### config.mk
export PLATFORM = sky130hd
export DESIGN_NAME = aes_ahb_master_flat
export DESIGN_NICKNAME = d
export VERILOG_FILES = /design/src/rtl/aes_ahb_master_if.sv /design/src/rtl/aes_ahb_master.sv /design/src/flat_wrapper.sv
export SDC_FILE = /design/constraint.sdc
export NUM_CORES = 1
export LEC_CHECK = 0
export CORE_UTILIZATION = 50
export CTS_CLUSTER_DIAMETER = 150
export DETAILED_ROUTE_END_ITERATION = 7
export MAX_ROUTING_LAYER = met4
export PLACE_DENSITY = 0.84
export RECOVER_POWER = 100
export SYNTH_ARGS = -nofsm -noshare
export SYNTH_HDL_FRONTEND = slang
export SYNTH_SLANG_ARGS = --single-unit
### constraint.sdc
create_clock -name clk -period 5.1 [get_ports clk]
set_clock_uncertainty 0.15 [all_clocks]
set_input_delay 1.02 -clock clk [delete_from_list [all_inputs] [get_ports clk]]
set_output_delay 1.02 -clock clk [all_outputs]
set_load 0.03 [all_outputs]
### src/rtl/aes_ahb_master_if.sv
// AHB-Lite bus bundle between the AES SRAM master and its slave.
// Only the signals used by a non-pipelined single-word master are carried.
interface aes_ahb_master_if;
    logic [31:0] haddr;
    logic [1:0]  htrans;
    logic        hwrite;
    logic [2:0]  hsize;
    logic [31:0] hwdata;
    logic [31:0] hrdata;
    logic        hready;
    logic        hresp;

    modport master (
        output haddr, htrans, hwrite, hsize, hwdata,
        input  hrdata, hready, hresp
    );

    modport slave (
        input  haddr, htrans, hwrite, hsize, hwdata,
        output hrdata, hready, hresp
    );
endinterface

### src/rtl/aes_ahb_master.sv
// AHB-Lite master moving one AES block (NUM_WORDS words) per controller request,
// with source/destination pointers, block counters and a last_round hint.
module aes_ahb_master #(
    parameter int unsigned NUM_WORDS = 4,
    parameter int unsigned CNT_W     = 16
) (
    input  logic                    clk,
    input  logic                    rst,
    input  logic                    cfg_load,
    input  logic [31:0]             cfg_src_addr,
    input  logic [31:0]             cfg_dst_addr,
    input  logic [CNT_W-1:0]        cfg_num_blocks,
    input  logic                    ahb_mode,
    input  logic                    ahb_shift_en,
    input  logic [32*NUM_WORDS-1:0] tx_block,
    output logic [32*NUM_WORDS-1:0] rx_block,
    output logic                    rx_valid,
    output logic                    xfer_done,
    output logic                    last_round,
    output logic                    busy,
    output logic                    err,
    aes_ahb_master_if.master        ahb
);

    localparam int unsigned BlkW     = 32 * NUM_WORDS;
    localparam int unsigned IdxW     = (NUM_WORDS > 1) ? $clog2(NUM_WORDS) : 1;
    localparam logic [IdxW-1:0] LastIdx  = IdxW'(NUM_WORDS - 1);
    localparam logic [31:0]     BlkBytes = 32'(4 * NUM_WORDS);

    typedef enum logic [1:0] {StIdle, StAddr, StData, StDone} state_e;

    state_e            state_q, state_d;
    logic              mode_q, mode_d;
    logic [BlkW-1:0]   buf_q, buf_d;
    logic [BlkW-1:0]   rx_block_q, rx_block_d;
    logic [IdxW-1:0]   word_idx_q, word_idx_d;
    logic [31:0]       src_ptr_q, src_ptr_d;
    logic [31:0]       dst_ptr_q, dst_ptr_d;
    logic [CNT_W-1:0]  nblk_q, nblk_d;
    logic [CNT_W-1:0]  rd_cnt_q, rd_cnt_d;
    logic [CNT_W-1:0]  wr_cnt_q, wr_cnt_d;
    logic              err_q, err_d;
    logic [31:0]       base_addr;

    always_comb begin
        state_d    = state_q;
        mode_d     = mode_q;
        buf_d      = buf_q;
        rx_block_d = rx_block_q;
        word_idx_d = word_idx_q;
        src_ptr_d  = src_ptr_q;
        dst_ptr_d  = dst_ptr_q;
        nblk_d     = nblk_q;
        rd_cnt_d   = rd_cnt_q;
        wr_cnt_d   = wr_cnt_q;
        err_d      = err_q;

        ahb.htrans = 2'b00;
        ahb.hwrite = 1'b0;
        ahb.haddr  = 32'h0;
        ahb.hwdata = 32'h0;
        ahb.hsize  = 3'b010;

        base_addr = mode_q ? dst_ptr_q : src_ptr_q;

        unique case (state_q)
            StIdle: begin
                if (cfg_load) begin
                    src_ptr_d = cfg_src_addr;
                    dst_ptr_d = cfg_dst_addr;
                    nblk_d    = (cfg_num_blocks == '0) ? CNT_W'(1) : cfg_num_blocks;
                    rd_cnt_d  = '0;
                    wr_cnt_d  = '0;
                    err_d     = 1'b0;
                end
                if (ahb_shift_en) begin
                    mode_d     = ahb_mode;
                    word_idx_d = '0;
                    state_d    = StAddr;
                    if (ahb_mode) begin
                        buf_d = tx_block;
                    end
                end
            end
            StAddr: begin
                ahb.htrans = 2'b10;
                ahb.hwrite = mode_q;
                ahb.haddr  = base_addr + 32'({word_idx_q, 2'b00});
                if (ahb.hready) begin
                    state_d = StData;
                end
            end
            StData: begin
                // The write buffer shifts left per word, so its top word is always current.
                if (mode_q) begin
                    ahb.hwdata = buf_q[BlkW-1 -: 32];
                end
                if (ahb.hready) begin
                    if (ahb.hresp) begin
                        err_d   = 1'b1;
                        state_d = StDone;
                    end else begin
                        if (mode_q) begin
                            buf_d = {buf_q[BlkW-33:0], 32'h0};
                        end else begin
                            rx_block_d = {rx_block_q[BlkW-33:0], ahb.hrdata};
                        end
                        if (word_idx_q == LastIdx) begin
                            state_d = StDone;
                        end else begin
                            word_idx_d = word_idx_q + IdxW'(1);
                            state_d    = StAddr;
                        end
                    end
                end
            end
            StDone: begin
                // Pointers and counters advance even after an error so the controller proceeds.
                if (mode_q) begin
                    dst_ptr_d = dst_ptr_q + BlkBytes;
                    if (wr_cnt_q < nblk_q) begin
                        wr_cnt_d = wr_cnt_q + CNT_W'(1);
                    end
                end else begin
                    src_ptr_d = src_ptr_q + BlkBytes;
                    if (rd_cnt_q < nblk_q) begin
                        rd_cnt_d = rd_cnt_q + CNT_W'(1);
                    end
                end
                state_d = StIdle;
            end
            default: state_d = StIdle;
        endcase

        if (state_q != StIdle && ahb_shift_en) begin
            err_d = 1'b1;
        end
    end

    always_ff @(posedge clk) begin
        if (rst) begin
            state_q    <= StIdle;
            mode_q     <= 1'b0;
            buf_q      <= '0;
            rx_block_q <= '0;
            word_idx_q <= '0;
            src_ptr_q  <= '0;
            dst_ptr_q  <= '0;
            nblk_q     <= '0;
            rd_cnt_q   <= '0;
            wr_cnt_q   <= '0;
            err_q      <= 1'b0;
        end else begin
            state_q    <= state_d;
            mode_q     <= mode_d;
            buf_q      <= buf_d;
            rx_block_q <= rx_block_d;
            word_idx_q <= word_idx_d;
            src_ptr_q  <= src_ptr_d;
            dst_ptr_q  <= dst_ptr_d;
            nblk_q     <= nblk_d;
            rd_cnt_q   <= rd_cnt_d;
            wr_cnt_q   <= wr_cnt_d;
            err_q      <= err_d;
        end
    end

    assign busy       = (state_q != StIdle);
    assign xfer_done  = (state_q == StDone);
    assign rx_valid   = (state_q == StDone) && !mode_q;
    assign rx_block   = rx_block_q;
    assign err        = err_q;
    assign last_round = (wr_cnt_q == nblk_q - CNT_W'(1));

endmodule

### src/flat_wrapper.sv
// flat-port wrapper written by rule: the top's interface ports become plain ports
module aes_ahb_master_flat 
#(
    parameter int unsigned NUM_WORDS = 4,
    parameter int unsigned CNT_W     = 16
)
  (clk, rst, cfg_load, cfg_src_addr, cfg_dst_addr, cfg_num_blocks, ahb_mode, ahb_shift_en, tx_block, rx_block, rx_valid, xfer_done, last_round, busy, err, ahb_haddr, ahb_htrans, ahb_hwrite, ahb_hsize, ahb_hwdata, ahb_hrdata, ahb_hready, ahb_hresp);
  aes_ahb_master_if ahb_i ();
  input  logic clk;
  input  logic rst;
  input  logic cfg_load;
  input  logic [31:0] cfg_src_addr;
  input  logic [31:0] cfg_dst_addr;
  input  logic [CNT_W-1:0] cfg_num_blocks;
  input  logic ahb_mode;
  input  logic ahb_shift_en;
  input  logic [32*NUM_WORDS-1:0] tx_block;
  output logic [32*NUM_WORDS-1:0] rx_block;
  output logic rx_valid;
  output logic xfer_done;
  output logic last_round;
  output logic busy;
  output logic err;
  output wire logic [$bits(ahb_i.haddr)-1:0] ahb_haddr;
  output wire logic [$bits(ahb_i.htrans)-1:0] ahb_htrans;
  output wire logic [$bits(ahb_i.hwrite)-1:0] ahb_hwrite;
  output wire logic [$bits(ahb_i.hsize)-1:0] ahb_hsize;
  output wire logic [$bits(ahb_i.hwdata)-1:0] ahb_hwdata;
  input wire logic [$bits(ahb_i.hrdata)-1:0] ahb_hrdata;
  input wire logic [$bits(ahb_i.hready)-1:0] ahb_hready;
  input wire logic [$bits(ahb_i.hresp)-1:0] ahb_hresp;
  assign ahb_haddr = ahb_i.haddr;
  assign ahb_htrans = ahb_i.htrans;
  assign ahb_hwrite = ahb_i.hwrite;
  assign ahb_hsize = ahb_i.hsize;
  assign ahb_hwdata = ahb_i.hwdata;
  assign ahb_i.hrdata = ahb_hrdata;
  assign ahb_i.hready = ahb_hready;
  assign ahb_i.hresp = ahb_hresp;
  aes_ahb_master #(.NUM_WORDS(NUM_WORDS), .CNT_W(CNT_W)) u_core (.clk(clk), .rst(rst), .cfg_load(cfg_load), .cfg_src_addr(cfg_src_addr), .cfg_dst_addr(cfg_dst_addr), .cfg_num_blocks(cfg_num_blocks), .ahb_mode(ahb_mode), .ahb_shift_en(ahb_shift_en), .tx_block(tx_block), .rx_block(rx_block), .rx_valid(rx_valid), .xfer_done(xfer_done), .last_round(last_round), .busy(busy), .err(err), .ahb(ahb_i));
endmodule
==> impl_metrics.yaml <==
floorplan:
  die_area_mm2: 0.0358
  coreArea_mm2: 0.0345
  die_w_um: 189
  io_pins: 450
  die_y_um: 189
  start_util_pct: 50.8
  rows: 68
cells_and_area:
  final_util_pct: 67.6
  finalNetCount: 2938
  area_delta_synth_final_pct: 33.1
  drive_above_1_share_pct: 4.34
  stdcell_count: 3166
  nFillCells: 2902
  design_area_mm2: 0.0233
synth:
  yosys_most_used_dff: "dfxtp_1"
  ys_warn_count: 0
  async_flop_share_pct: 0
  synth_top_area_share_pct: 40.9
  synth-edff-count: 0
  ys_types: 77
  synth.avg_cell_area_um2: 7.45
  synthTopCellsByArea: "dfxtp_1, nand2_1, a21oi_1, a311oi_1, nor2_1"
  yosysSeqAreaShare_pct: 40.9
  mappedNetlistArea_mm2: 0.0175
  ys_ff_latch: 358
  yosysTopAreaCell: "dfxtp_1"
  netlist_instances: 2349
clock_tree:
  clk_pin_slew_ps: 60
  cts-htree-levels: 2
  clkLatencyLatePin_ps: 550
  clkSinkCount: 358
  cts_tree: "built"
  numCtsBuffers: 39
  cts_hold_buf: 0
  clock_path_buffers: 3
  ctsRootBufferMaster: "clkbuf_16"
power:
  leakage_nw: 8.83
  power_density_mw_per_mm2: 296
  power.total_mw: 6.89
  irDropWorstVdd_uv: 368
drt:
  first_pass_iters: 5
  wl_per_cell_um: 18.5
  first_iter_violations: 1752
  wl_met3_um: 4910
  ant_nets: 0
  highest_layer: "met4"
  vias_per_cell: 5.81
  wirelength_um: 58700
  wl_met2_um: 27500
  drc: 0
  m1WireLength_um: 23600
  vias: 18400
global_routing:
  grt_max_degree: 129
  grt_first_pass_wirelength_um: 91300
  grt-ovfl-total: 0
  antenna_found_initial: 17
  grt_pass1_vias: 17100
  grt_util_all_layers_pct: 32.6
place:
  place_area_mm2: 0.0220
  portBuffers: 445
  gp_congestion: 0.985
  placedCellCount: 3079
  post-place-ws_ps: 517
  dp_hpwl_um: 41200
timing:
  timing.hold.ws_ps: 301
  finalSetupTns_ps: 0
  slew_headroom_pct: -64.3
  rsz0062_at_grt: "false"
  layout_setup_ws_ps: 211
  hold_viol: 0
  post-route-period-util_pct: 95.9
  worst_slew_pin_slew_ps: 2460
  setup_violations: 0
  slew_violations: 415
  max_freq_mhz: 205
  min_period_ps: 4890
setup_path:
  critPathArrivalTime_ps: 3720
  cp.required_ps: 3930
  setup.worst_path.end_class: "output pin"
  r2r-start: "u_core.state_q[0]"
  critPathKind: "reg2out"
  cp-start-kind: "register"
  startpoint: "u_core.mode_q"
  path_max_fanout: 56
hold_path:
  hp-class: "reg2reg"
  hold_start: "u_core.rx_block[99]"
run:
  drv.max_cap_violation_count: 6
status:
  failed_checks: "max-capacitance violations, max-slew violations"
  status: "finished with violations"
## worst max-delay path: stages (launching register included)
cell and delay, ps:
dfxtp_4 400, buf_6 400, nand3_1 180, a22oi_1 510, nand4_1 310, or4_1 470
a21oi_1 200, clkdlybuf4s50_1 700
## cells by family (layout without fill, tap and decap cells)
| kind of cell | count (synthesis) | in the layout | share of synthesized area [%] |
|---|---|---|---|
| simple gates | 1119 | 1119 | 28.1 |
| compound gates | 531 | 531 | 19.5 |
| flops | 358 | 358 | 40.9 |
| buf+inv | 234 | 577 | 5.30 |
| xor+xnor | 43 | 43 | 2.15 |
| mux | 38 | 38 | 2.20 |
| fa+ha+maj | 24 | 24 | 1.76 |
| other cells | 2 | 21 | 0.0429 |
## state kept, by name, summed over array words and instances (netlist names)
register and cells:
u_core.nblk_q 16, u_core.word_idx_q 2, u_core.state_q 2, u_core.err 1, u_core.dst_ptr_q 32, u_core.src_ptr_q 32
u_core.wr_cnt_q 16, u_core.rx_block 128, u_core.buf_q 128, u_core.mode_q 1
## metal layers
metal  GRT usage [%]  vias to the layer above
met3            6.56                      155
met4            15.6                        0
met1            40.3                     8576
met5               -                        -
met2            50.8                      821
li1                -                     8834
## layout make-up
class	count	area [um^2]	share of cell area [%]
diodes	17	42.5	0.183
well taps	455	569	2.44
flip-flops and latches	358	7170	30.8
inverters	34	128	0.548
multi-input cells	1759	9440	40.5
clock inverters	9	131	0.564
clock buffers	59	1160	4.98
repair buffers	475	4650	19.9
## what timing repair did
| action | in CTS | in global routing |
|---|---|---|
| setup endpoints to repair | 3 | 8 |
| pin swaps | 0 | 1 |
| setup buffers | 0 | 2 |
| gates resized for setup | 1 | 1 |
| cloned | 0 | 0 |
## cells in the final DEF, fill, tap and decap left out, types with 18 or more instances in the layout
master           count
xnor2_1             19
mux2i_1             34
ha_1                23
xor2_1              24
a21oi_1            254
nor4_1              18
clkdlybuf4s50_1    252
nor3_1              42
inv_1               34
nor2_1             198
nand2_1            613
clkbuf_16           39
a311oi_1           100
nand4_1             25
dfxtp_1            357
o21ai_0             49
dlygate4sd3_1      187
and3_1              56
nand3_1             89
## where the power goes
part | internal [mW] | switching (mW) | total (mW)
Combinational | 0.426 | 0.532 | 0.958
Clock | 1.68 | 1.18 | 2.87
Sequential | 2.93 | 0.132 | 3.06
Total | 5.04 | 1.85 | 6.89
## synth_stat cells (5+ instances only)
cell      number
xor2_1        24
a21o_1         5
a311oi_1     100
a211oi_1      18
nor2_1       199
nand2_1      613
nand2b_1       9
nand4_1       25
nand3_1       89
mux2i_1       34
nand3b_1       9
o211ai_1       7
a22oi_1       13
buf_4          7
o31ai_1       10
and2_1        11
inv_1         34
buf_2         17
a21oi_1      254
a31oi_1       11
a22o_1        10
nor2b_1        7
or4_1          8
dfxtp_1      358
and3_1        56
xnor2_1       19
o21ai_0       49
nor3_1        43
nor4_1        18
or3_1          6
clkbuf_1     170
o22ai_1       10
ha_1          23
and4_1         5
## final timing paths
check                           cells past startpoint  slack [ps]                  end
worst max-delay path                                7         210        ahb_haddr[19]
worst min register to register                      2         300  u_core.rx_block[99]
worst min-delay path                                2         300  u_core.rx_block[99]
worst max register to register                      8         440  u_core.wr_cnt_q[12]
No activity file was read; power rests on OpenSTA's default activity.
